File: config.mk
export PLATFORM = sky130hd
export DESIGN_NAME = ucomb_arbiter
export DESIGN_NICKNAME = d
export VERILOG_FILES = /design/src/rtl/ucomb_arbiter.sv
export SDC_FILE = /design/constraint.sdc
export NUM_CORES = 1
export LEC_CHECK = 0
export ABC_AREA = 1
export BUFFER_PORTS_ARGS = -buffer_cell sky130_fd_sc_hd__clkbuf_2
export CORE_ASPECT_RATIO = 2
export CORE_MARGIN = 5
export CORE_UTILIZATION = 35
export DETAILED_ROUTE_END_ITERATION = 16
export PLACE_DENSITY = 0.7
export SYNTH_ARGS = -nofsm -noshare
export SYNTH_HDL_FRONTEND = slang
export SYNTH_SLANG_ARGS = --single-unit
File: constraint.sdc
create_clock -name clk -period 2.5 [get_ports clk]
set_clock_uncertainty 0.2 [all_clocks]
set_input_delay 0.125 -clock clk [delete_from_list [all_inputs] [get_ports clk]]
set_output_delay 0.125 -clock clk [all_outputs]
set_load 0.1 [all_outputs]
File: src/rtl/ucomb_arbiter.sv
// ----------------------------------------------------------------------------
// ucomb_arbiter
//
// Shares one combinational gate block among NREQ requesters. A requester is
// picked by round-robin, its 27-bit vector is held on ucomb_in for SETTLE
// cycles, and the gate's 6-bit result is then captured and returned with
// the requester's index. Only one transaction is in flight at a time.
//
// Ports
//   clk        single clock, rising edge
//   rst        asynchronous, active-high reset
//   req_valid  [NREQ-1:0]     per-requester request pending
//   req_in     [NREQ*27-1:0]  requester i vector in bits [27i+26:27i]
//   req_ready  [NREQ-1:0]     one-hot accept pulse (grant cycle only)
//   ucomb_in   [26:0]         held vector driven to the shared gate block
//   ucomb_out  [5:0]          result returned by the shared gate block
//   rsp_valid  response available
//   rsp_ready  consumer accepts the response
//   rsp_id     [1:0]          requester the response belongs to
//   rsp_data   [5:0]          sampled gate result
//   busy       high in DRIVE and RESP
// ----------------------------------------------------------------------------
module ucomb_arbiter #(
   parameter int SETTLE = 2,   // 1..15
   parameter int NREQ   = 4    // fixed at 4
) (
   input  logic                 clk,
   input  logic                 rst,
   input  logic [NREQ-1:0]      req_valid,
   input  logic [NREQ*27-1:0]   req_in,
   output logic [NREQ-1:0]      req_ready,
   output logic [26:0]          ucomb_in,
   input  logic [5:0]           ucomb_out,
   output logic                 rsp_valid,
   input  logic                 rsp_ready,
   output logic [1:0]           rsp_id,
   output logic [5:0]           rsp_data,
   output logic                 busy
);

   localparam int DW = 27;
   localparam int IW = $clog2(NREQ);
   localparam int CW = 4;

   typedef enum logic [1:0] {IDLE, DRIVE, RESP} state_t;

   state_t           state;
   logic [IW-1:0]    ptr;
   logic [CW-1:0]    cnt;
   logic             hold_off;   // blocks a grant in the first IDLE cycle after RESP

   // Per-requester vector slices
   logic [DW-1:0]    req_vec [NREQ];

   genvar gi;
   generate
      for (gi = 0; gi < NREQ; gi++) begin : g_slice
         assign req_vec[gi] = req_in[gi*DW +: DW];
      end
   endgenerate

   // Round-robin search starting at ptr. NREQ is a power of two, so the
   // IW-bit add wraps modulo NREQ on its own.
   logic [IW-1:0]    gnt_idx;
   logic [IW-1:0]    scan_idx;
   logic             gnt_hit;

   always_comb begin
      gnt_hit  = 1'b0;
      gnt_idx  = '0;
      scan_idx = '0;
      for (int k = 0; k < NREQ; k++) begin
         scan_idx = ptr + IW'(k);
         if (!gnt_hit && req_valid[scan_idx]) begin
            gnt_hit = 1'b1;
            gnt_idx = scan_idx;
         end
      end
   end

   // req_ready has to be visible in the same cycle the FSM sits in IDLE so
   // the requester sees its acceptance while it still holds req_valid; it is
   // therefore decoded from registered state rather than registered itself.
   // rst gates it so nothing is offered while reset is held.
   logic grant;
   assign grant     = (state == IDLE) && !hold_off && gnt_hit && !rst;
   assign req_ready = grant ? (NREQ'(1) << gnt_idx) : '0;
   assign busy      = (state != IDLE);

   always_ff @(posedge clk or posedge rst) begin
      if (rst) begin
         state     <= IDLE;
         ptr       <= '0;
         cnt       <= '0;
         hold_off  <= 1'b0;
         ucomb_in  <= '0;
         rsp_valid <= 1'b0;
         rsp_id    <= '0;
         rsp_data  <= '0;
      end else begin
         case (state)
            IDLE: begin
               hold_off <= 1'b0;
               if (grant) begin
                  ucomb_in <= req_vec[gnt_idx];
                  rsp_id   <= gnt_idx;
                  ptr      <= gnt_idx + IW'(1);
                  cnt      <= CW'(SETTLE - 1);
                  state    <= DRIVE;
               end
            end
            DRIVE: begin
               // ucomb_in is left untouched here so the gate sees a stable input
               if (cnt == '0) begin
                  rsp_data  <= ucomb_out;
                  rsp_valid <= 1'b1;
                  state     <= RESP;
               end else begin
                  cnt <= cnt - CW'(1);
               end
            end
            RESP: begin
               if (rsp_ready) begin
                  rsp_valid <= 1'b0;
                  hold_off  <= 1'b1;
                  state     <= IDLE;
               end
            end
            default: state <= IDLE;
         endcase
      end
   end

endmodule
==> impl_metrics.json <==
{
  "outcome": "finished with violations",
  "violations": "setup timing",
  "fillers": 703,
  "critPathKind": "reg -> out",
  "final_common_cell": "nand2_1",
  "fmax_mhz": 389.7,
  "viasPerCell": 4.975,
  "highest_layer": "met4",
  "min_to": "ucomb_in[24]",
  "dp_cells": 750,
  "root_buffer": "clkbuf_16",
  "start_util": 0.3527,
  "grt_usage": 0.2259,
  "dr_wl_met2_mm": 7.264,
  "via_count": 4323,
  "seq_area_um2": 1126,
  "coreArea_um2": 8890,
  "hold_viol": 0,
  "cts_tree": "yes",
  "grt_overflow": 0,
  "rsz0062_at_grt": "yes",
  "r2r-end": "ucomb_in[24]",
  "portBuffers": 161,
  "ys_types": 27,
  "drt.antenna.violating_nets": 0,
  "netlist_area_um2": 3136,
  "drtIter0Drc": 193,
  "synth_fa_ha_area_frac": 0.02394,
  "drive_gt1_frac": 0.3629,
  "yosysSeqAreaShare": 0.3591,
  "grt_max_degree": 27,
  "crit_fanout": 4,
  "hpwl_mm": 8.060,
  "dieWidth_um": 76.93,
  "hp-start": "req_in[105]",
  "worstMarginPinSlew_ns": 0.5795,
  "final_max_slew_viol_count": 0,
  "syn_area_per_cell_um2": 6.360,
  "grt_pass1_wl_mm": 20.20,
  "grt_antenna_before_repair": 0,
  "synthFlopType": "dfrtp_1",
  "routed_wl_mm": 13.04,
  "h-tree-depth": 2,
  "synth_top_family_by_area": "simple AND/OR/NAND/NOR gates",
  "synthMuxAreaShare": 0.02155,
  "syn_nets": 620,
  "numClockSinks": 45,
  "grt_pass1_vias": 4457,
  "cts_buffers": 5,
  "post-route-min-period_ns": 2.566,
  "synth-xor-area-share": 0.005587,
  "clk_pin_slew_ns": 0.06,
  "clockBufferDepth": 2,
  "finalSetupViolCount": 4,
  "place.gp.congestion": 0.8749,
  "synthArstFlopShare": 1.000,
  "wl_met3_um": 760,
  "cp.arrival_ns": 2.24,
  "clk_latency_ns": 0.29,
  "synthCells": 493,
  "firstDrtPassIters": 4,
  "crit_path_start_kind": "flop",
  "fin_crit_sh": 1.027,
  "synth_edf_count": 0,
  "rrSetupSlack_ns": 0.10,
  "multi_input_area_um2": 1917,
  "dieArea_um2": 11070,
  "fp.dieH_um": 143.9,
  "post-route-util": 0.6355,
  "synth_compound_area_frac": 0.02235,
  "hold_path_class": "in -> reg",
  "finalWorstSetupSlack_ns": -0.06632,
  "yosys.area_share.simple": 0.4681,
  "drc": 0,
  "slew_headroom": 0.6153,
  "routedWlPerCell_um": 15.01,
  "whs_path_depth": 5,
  "critical_path.endpoint_type": "output pin",
  "wl_met1_mm": 4.193,
  "yosysWarningCount": 0,
  "r2r_start": "ptr[1]",
  "crit_required_ns": 2.17,
  "ios": 162,
  "syn2layout_area_growth_pct": 80.17,
  "fin_nets": 892,
  "most-common-layout-cells": "nand2_1, clkbuf_2, dlygate4sd3_1",
  "fin_cells": 869,
  "placementRows": 49,
  "cap_viol_max_count": 0,
  "synth-seq-cells": 45,
  "reg2reg_depth": 14
}
[worst max path at each step]
stage | startpoint | to | slack (ns) | depth (start not counted)
final | ptr[1] | req_ready[1] | -0.07 | 12
after global routing | ptr[1] | req_ready[1] | -0.14 | 12
after CTS | ptr[0] | req_ready[3] | 0.00005 | 15
after detailed placement | ptr[0] | req_ready[1] | 0.05 | 12
after global placement | ptr[0] | req_ready[1] | 0.12 | 12
after floorplan | ptr[0] | req_ready[2] | 0.02 | 13
[worst max-delay path, stage by stage, from the launching register on]
cell and delay [ns]:
dfrtp_1 0.46, inv_2 0.09, buf_4 0.16, nand3_2 0.10, nand2_4 0.06, nor2_4 0.16
nand4_1 0.14, nand2_2 0.15, buf_6 0.14, ha_4 0.13, inv_2 0.03, nor2_4 0.13
buf_12 0.19
[metal layers]
layer / up-vias / GRT usage
li1: 2048 / -
met2: 245 / 0.4272
met4: 0 / 0.1604
met1: 1955 / 0.2124
met5: - / 0
met3: 75 / 0.04141
[stage by stage]
step	hold slack, ns	setup TNS, ns	setup slack (ns)	area, um^2
5_1_grt	0.04871	-0.4425	-0.1411	5647
3_5_place_dp	-0.04277	0	0.05293	4163
4_1_cts	0.003317	0	0.00004530	5433
2_1_floorplan	0.03224	0	0.01713	3193
3_3_place_gp	-0.06692	0	0.1169	4163
6_report	0.006811	-0.1098	-0.06632	5649
[registers in the layout (all words and copies together) (netlist names)]
register   count
hold_off       1
ptr            2
state          2
cnt            4
rsp_valid      1
rsp_id         2
rsp_data       6
ucomb_in      27
[Yosys cell counts, types with 4 or more instances]
library cell | n | area share
buf_2 | 6 | 0.0096
o21ai_0 | 4 | 0.0064
nand3_1 | 52 | 0.083
inv_1 | 37 | 0.044
buf_6 | 5 | 0.018
buf_4 | 6 | 0.014
mux2_2 | 6 | 0.022
clkbuf_1 | 6 | 0.0072
inv_2 | 5 | 0.0060
ha_1 | 6 | 0.024
nor2_1 | 17 | 0.020
nand2_1 | 277 | 0.33
dfrtp_1 | 45 | 0.36
[area by class of cell]
cell class                      count  area share
Clock buffer                        5     0.02215
Inverter                           42     0.03079
Antenna cell                        1   0.0004430
Clock inverter                      3    0.008195
Multi-Input combinational cell    383      0.3393
Tap cell                          102     0.02259
Timing Repair Buffer              287      0.3756
Sequential cell                    45      0.1993
Timing Repair inverter              1    0.001550
[repair_timing]
action	in CTS	in global routing
pin swaps	16	29
hold buffers	83	0
gates resized for setup	42	26
buffers inserted	18	9
endpoints found under the setup margin	4	29
gates cloned	1	2
endpoints found under the hold margin	47	0
[cells by family after synthesis]
group	count (synthesis)
XOR/XNOR	2
multiplexers	6
AO/OA/AOI/OAI	11
buffers and inverters	65
flip-flops	45
AND/OR/NAND/NOR	358
adder cells (fa/ha/maj)	6
Power is left out: the tool's default activity adds up to more than one toggle a clock period on the data nets, which glitch-free logic cannot reach.
